[src/rtl/counter_cmd_sequencer_pkg.sv]
// Shared definitions for the counter command sequencer: mode encodings, FSM
// states and command-word layout {mode, D, len, stop_on_rco}.
package counter_seq_pkg;

  typedef enum logic {
    ST_IDLE = 1'b0,
    ST_RUN  = 1'b1
  } seq_state_t;

  localparam logic [1:0] MODE_00 = 2'b00;
  localparam logic [1:0] MODE_01 = 2'b01;
  localparam logic [1:0] MODE_10 = 2'b10;
  localparam logic [1:0] MODE_11 = 2'b11;

  // Field offsets, LSB first: stop_on_rco, len, D, mode
  localparam int unsigned STOP_OFS = 0;
  localparam int unsigned LEN_OFS  = 1;

  function automatic int unsigned cmd_w(input int unsigned data_w, input int unsigned len_w);
    return 2 + data_w + len_w + 1;
  endfunction

  function automatic int unsigned d_ofs(input int unsigned len_w);
    return LEN_OFS + len_w;
  endfunction

  function automatic int unsigned mode_ofs(input int unsigned data_w, input int unsigned len_w);
    return LEN_OFS + len_w + data_w;
  endfunction

endpackage

[src/rtl/counter_cmd_sequencer_cmd_fifo.sv]
// Synchronous command FIFO with show-ahead read data, sync reset and flush.
module cmd_fifo #(
  parameter int unsigned WIDTH = 15,
  parameter int unsigned DEPTH = 4
) (
  input  logic             clk,
  input  logic             reset,
  input  logic             flush,
  input  logic             push,
  input  logic             pop,
  input  logic [WIDTH-1:0] wdata,
  output logic [WIDTH-1:0] rdata,
  output logic             full,
  output logic             empty
);
  localparam int unsigned AW = $clog2(DEPTH);

  logic [WIDTH-1:0] mem [DEPTH];
  logic [AW:0]      wr_ptr;
  logic [AW:0]      rd_ptr;
  logic             do_push;
  logic             do_pop;

  // Pointers carry one extra wrap bit so full and empty are distinguishable
  assign empty   = (wr_ptr == rd_ptr);
  assign full    = (wr_ptr == {~rd_ptr[AW], rd_ptr[AW-1:0]});
  assign do_push = push && !full;
  assign do_pop  = pop && !empty;
  assign rdata   = mem[rd_ptr[AW-1:0]];

  always_ff @(posedge clk) begin
    if (reset || flush) begin
      wr_ptr <= '0;
      rd_ptr <= '0;
    end else begin
      if (do_push) begin
        mem[wr_ptr[AW-1:0]] <= wdata;
        wr_ptr              <= wr_ptr + 1'b1;
      end
      if (do_pop) begin
        rd_ptr <= rd_ptr + 1'b1;
      end
    end
  end

endmodule

[src/rtl/counter_cmd_sequencer.sv]
// Turns queued {mode, D, len, stop_on_rco} commands into counter enable/mode/D.
// Optional macro SEQ_CMD_COUNT_EN adds a saturating completed-command counter.
module counter_cmd_sequencer
  import counter_seq_pkg::*;
#(
  parameter int unsigned DATA_W     = 4,
  parameter int unsigned LEN_W      = 8,
  parameter int unsigned FIFO_DEPTH = 4
) (
  input  logic              clk,
  input  logic              reset,
  input  logic              cmd_valid,
  output logic              cmd_ready,
  input  logic [1:0]        cmd_mode,
  input  logic [DATA_W-1:0] cmd_d,
  input  logic [LEN_W-1:0]  cmd_len,
  input  logic              cmd_stop_rco,
  input  logic              abort,
  input  logic              rco,
  output logic              enable,
  output logic [1:0]        mode,
  output logic [DATA_W-1:0] D,
  output logic              busy,
  output logic              done,
  output logic              err,
  output logic [7:0]        cmd_count
);
  localparam int unsigned CMD_W = cmd_w(DATA_W, LEN_W);
  localparam int unsigned D_OFS = d_ofs(LEN_W);
  localparam int unsigned M_OFS = mode_ofs(DATA_W, LEN_W);

  seq_state_t        state;
  logic [LEN_W-1:0]  rem;
  logic              stop_q;
  logic [CMD_W-1:0]  cmd_word;
  logic [CMD_W-1:0]  head;
  logic              fifo_full;
  logic              fifo_empty;
  logic              push;
  logic              pop;
  logic              term;
  logic [1:0]        head_mode;
  logic [DATA_W-1:0] head_d;
  logic [LEN_W-1:0]  head_len;
  logic              head_stop;

  assign cmd_word  = {cmd_mode, cmd_d, cmd_len, cmd_stop_rco};
  assign head_mode = head[M_OFS +: 2];
  assign head_d    = head[D_OFS +: DATA_W];
  assign head_len  = head[LEN_OFS +: LEN_W];
  assign head_stop = head[STOP_OFS];

  assign cmd_ready = !fifo_full && !abort;
  assign push      = cmd_valid && cmd_ready && !reset;

  always_comb begin
    term = (state == ST_RUN) && ((rem == LEN_W'(1)) || (stop_q && rco));
    pop  = !reset && !abort && !fifo_empty && ((state == ST_IDLE) || term);
  end

  cmd_fifo #(
    .WIDTH (CMD_W),
    .DEPTH (FIFO_DEPTH)
  ) u_cmd_fifo (
    .clk   (clk),
    .reset (reset),
    .flush (abort),
    .push  (push),
    .pop   (pop),
    .wdata (cmd_word),
    .rdata (head),
    .full  (fifo_full),
    .empty (fifo_empty)
  );

  always_ff @(posedge clk) begin
    if (reset) begin
      state  <= ST_IDLE;
      rem    <= '0;
      stop_q <= 1'b0;
      enable <= 1'b0;
      busy   <= 1'b0;
      mode   <= '0;
      D      <= '0;
      done   <= 1'b0;
      err    <= 1'b0;
    end else begin
      done <= 1'b0;
      err  <= 1'b0;
      if (abort) begin
        state  <= ST_IDLE;
        enable <= 1'b0;
        busy   <= 1'b0;
      end else begin
        if (state == ST_RUN) begin
          if (term) begin
            done   <= 1'b1;
            state  <= ST_IDLE;
            enable <= 1'b0;
            busy   <= 1'b0;
          end else begin
            rem <= rem - 1'b1;
          end
        end
        // A pop on termination overrides the fall to IDLE, giving back-to-back runs
        if (pop) begin
          mode   <= head_mode;
          D      <= head_d;
          stop_q <= head_stop;
          rem    <= head_len;
          if (head_len == '0) begin
            err    <= 1'b1;
            state  <= ST_IDLE;
            enable <= 1'b0;
            busy   <= 1'b0;
          end else begin
            state  <= ST_RUN;
            enable <= 1'b1;
            busy   <= 1'b1;
          end
        end
      end
    end
  end

`ifdef SEQ_CMD_COUNT_EN
  logic [7:0] count_q;

  always_ff @(posedge clk) begin
    if (reset) begin
      count_q <= '0;
    end else if (term && !abort && (count_q != '1)) begin
      count_q <= count_q + 1'b1;
    end
  end

  assign cmd_count = count_q;
`else
  assign cmd_count = '0;
`endif

endmodule

[config.mk]
export PLATFORM = sky130hd
export DESIGN_NAME = counter_cmd_sequencer
export DESIGN_NICKNAME = d
export VERILOG_FILES = /design/src/rtl/counter_cmd_sequencer_pkg.sv /design/src/rtl/counter_cmd_sequencer_cmd_fifo.sv /design/src/rtl/counter_cmd_sequencer.sv
export SDC_FILE = /design/constraint.sdc
export NUM_CORES = 1
export LEC_CHECK = 0
export ABC_CLOCK_PERIOD_IN_PS = 2500
export BUFFER_PORTS_ARGS = -buffer_cell sky130_fd_sc_hd__buf_2
export CORE_ASPECT_RATIO = 2
export CORE_MARGIN = 4
export CORE_UTILIZATION = 58
export CTS_CLUSTER_SIZE = 20
export DETAILED_ROUTE_END_ITERATION = 10
export PLACE_DENSITY_LB_ADDON = 0.2
export SYNTH_ARGS = -nofsm -noshare
export SYNTH_HDL_FRONTEND = slang
export SYNTH_SLANG_ARGS = --single-unit
[constraint.sdc]
create_clock -name clk -period 2.5 [get_ports clk]
set_clock_uncertainty 0.15 [all_clocks]
set_input_delay 0.25 -clock clk [delete_from_list [all_inputs] [get_ports clk]]
set_output_delay 0.25 -clock clk [all_outputs]
set_load 0.01 [all_outputs]
==> run summary <==
WP data required: 2.57 ns
GRT Total Usage: 21.7%
IO Count: 39
Number of antenna diodes: 0
Starting DRC count in detailed routing: 148
TritonCTS buffer count: 9
Yosys top cell area share: 50.2%
Vias in the first global route: 2,371
Fraction of registers with async set/reset: 0%
Slowest cell delay on critical path: 0.59 ns
Primary FF master, synth: edfxtp_1
Syn avg cell area: 14.4 um^2
Synth warn: 0
Cell area after synthesis: 3590 um^2
Via density: 5.78
Most frequent cells in the layout: 60 x edfxtp_1, 30 x buf_2, 27 x dfxtp_1, 26 x nand2_1, 16 x a21oi_1
Sequential cell area: 2340 um^2
Remaining DRCs: 0
Final worst path period share: 94.5%
CTS sink count: 87
EDFF count, synth: 60
Slowest-stage cell, CP: or4_4
Hpwl dp: 4.68 mm
Most common cell after layout, fill and taps aside: edfxtp_1
Hold Crit Class: primary input to flop
Placed Area: 3830 um^2
TNS Setup: 0 ns
Die height: 119 um
Status: finished clean
Slew at the pin closest to its max-slew limit: 0.625 ns
IO buf count: 30
Wire length per cell: 19.3 um
Via count: 2,161
Critical path class: flop to flop
Critical Path AT: 2.43 ns
Top cell type by total area after synthesis: edfxtp_1
Final wirelength: 7.22 mm
Sequential area share after synthesis: 65.2%
Largest net degree at the start of global routing: 17
Period minus WS final: 2.36 ns
Hold Fails Final Rpt: 0
Max-Slew Margin vs Limit: 58.2%
CTS max path bufs: 2
Initial Util: 59.8%
Area Growth Syn to Fin: 18.6%
CTS root buffer: clkbuf_16
Buffer count from post-CTS setup fixing: 0
Final Cell Area: 4260 um^2
Synth area leaders: edfxtp_1 50%, dfxtp_1 15%, mux4_2 9.4%
GRT overflow: 0
Core ar.: 6010 um^2
Crit. End Element: flop
Final GP Congestion: 0.939
Crit Path Max Fanout: 6
RSZ-0062 raised after global routing: no
VDD IR-drop max: 0.000627 V
Startpoint Class: flop
Drt pass-1 iters: 4
Die W: 63.7 um
Fin nets: 333
Multi-input gate area: 1140 um^2
Leakage: 1.54 nW
Mapped Cells: 250
Fill cells: 391
First-pass GRT wire length: 12.1 mm
Layout cells sized above 1: 24.4%
Worst-path cell chain: or4_4 -> o311ai_4 -> buf_4 -> a2bb2oi_4 -> nor2_1 -> a32o_1
CTS tree: done
Seq cells post-synth: 87
Max capacitance violation total: 0
Synth cell types: 43
Clock Latency Late Sink: 0.34 ns
Maximum clock rate: 423 MHz
Full die area: 7590 um^2
Slew Limit Fails: 0
Buffer and inverter count on the worst path: 1
Pwr/cell area: 699 nW/um^2
Num rows: 40
Initial antenna violation count: 0
Final ANT Viol Nets: 0
Delay-heaviest family, CP: compound AO/OA/AOI/OAI gates
Htree depth: 3
Clock transition at path regs: 0.06 ns
Final setup violation count: 0
-- worst paths after layout --
| path | slack (ns) | start | endpoint | cells after the start |
|---|---|---|---|---|
| hold reg to reg | 0.30 | D[1]$_SDFFE_PP0P_ | D[1]$_SDFFE_PP0P_ | 2 |
| hold / removal | 0.16 | reset | stop_q$_SDFFE_PP0P_ | 2 |
| setup reg to reg | 0.14 | rem[2]$_SDFFE_PP0P_ | rem[2]$_SDFFE_PP0P_ | 6 |
| setup / recovery | 0.14 | rem[2]$_SDFFE_PP0P_ | rem[2]$_SDFFE_PP0P_ | 6 |
-- Yosys cell counts, types with 2 or more instances --
cell type,count
a21oi_1,16
nor3_1,4
a31oi_1,4
mux2_1,2
edfxtp_1,60
nor4_1,2
and3_1,6
buf_4,10
mux4_2,15
dfxtp_1,27
nor2_1,14
buf_2,2
nand2_1,26
a32o_1,2
xnor2_1,4
ha_1,7
nand3_1,3
xor2_1,3
nand2b_1,2
o21ai_0,7
mux2i_1,2
inv_1,7
clkbuf_1,5
-- metal layers --
metal | GRT usage, % | part of all wire, % | wire length (um)
met5 | 0 | 0 | 0
met1 | 23.2 | 35 | 2560
met3 | 5.28 | 3.4 | 249
met4 | 10.6 | 3.2 | 229
met2 | 38.9 | 58 | 4190
-- kinds of logic (layout without fill, tap and decap cells) --
kind of cell | after synthesis | after routing | synth area share [%]
flip-flops | 87 | 87 | 65.2
AND/OR/NAND/NOR | 66 | 66 | 9.02
AO/OA/AOI/OAI | 37 | 37 | 6.90
buffers and inverters | 26 | 80 | 4.04
multiplexers | 19 | 19 | 10.6
adder cells (fa/ha/maj) | 7 | 7 | 2.44
XOR/XNOR | 7 | 7 | 1.71
other | 1 | 8 | 0.104
-- area by class of cell --
type                       count  share of cell area [%]
inverter                       7                   0.617
timing repair buffer          57                    9.46
clock buffer                  11                    5.46
clock inverter                 5                   0.822
sequential                    87                    55.0
multi-input combinational    144                    26.8
tap                           63                    1.85
-- power by group --
part	internal [mW]	total (mW)	switching, mW
Clock	0.673	1.20	0.531
Sequential	1.56	1.58	0.0165
Combinational	0.0880	0.196	0.108
Total	2.32	2.98	0.656
-- state kept, by name (all words and copies together) (netlist names), 2 cells and up, named ones only --
register / count
u_cmd_fifo.mem: 60
rem: 8
D: 4
u_cmd_fifo.rd_ptr: 3
u_cmd_fifo.wr_ptr: 3
mode: 2
-- metrics by stage --
step / hold WS (ns) / util, % / total power, mW / worst slack [ns] / std cells
6_report: 0.158 / 70.9 / 2.98 / 0.139 / 374
5_1_grt: 0.161 / 70.9 / 3.09 / 0.0492 / 374
4_1_cts: 0.147 / 70.8 / 2.98 / 0.0774 / 374
3_5_place_dp: 0.293 / 63.8 / 1.78 / 0.101 / 343
3_3_place_gp: 0.289 / 63.8 / 1.78 / 0.144 / 343
2_1_floorplan: 0.199 / - / 1.72 / 0.256 / 257
-- timing repair --
action / 4_1_cts / 5_1_grt
resized for setup: 0 / 1
hold buffers: 15 / 0
endpoints found under the hold margin: 57 / 0
endpoints found under the setup margin: 0 / 3
(Power assumes the default switching activity.)
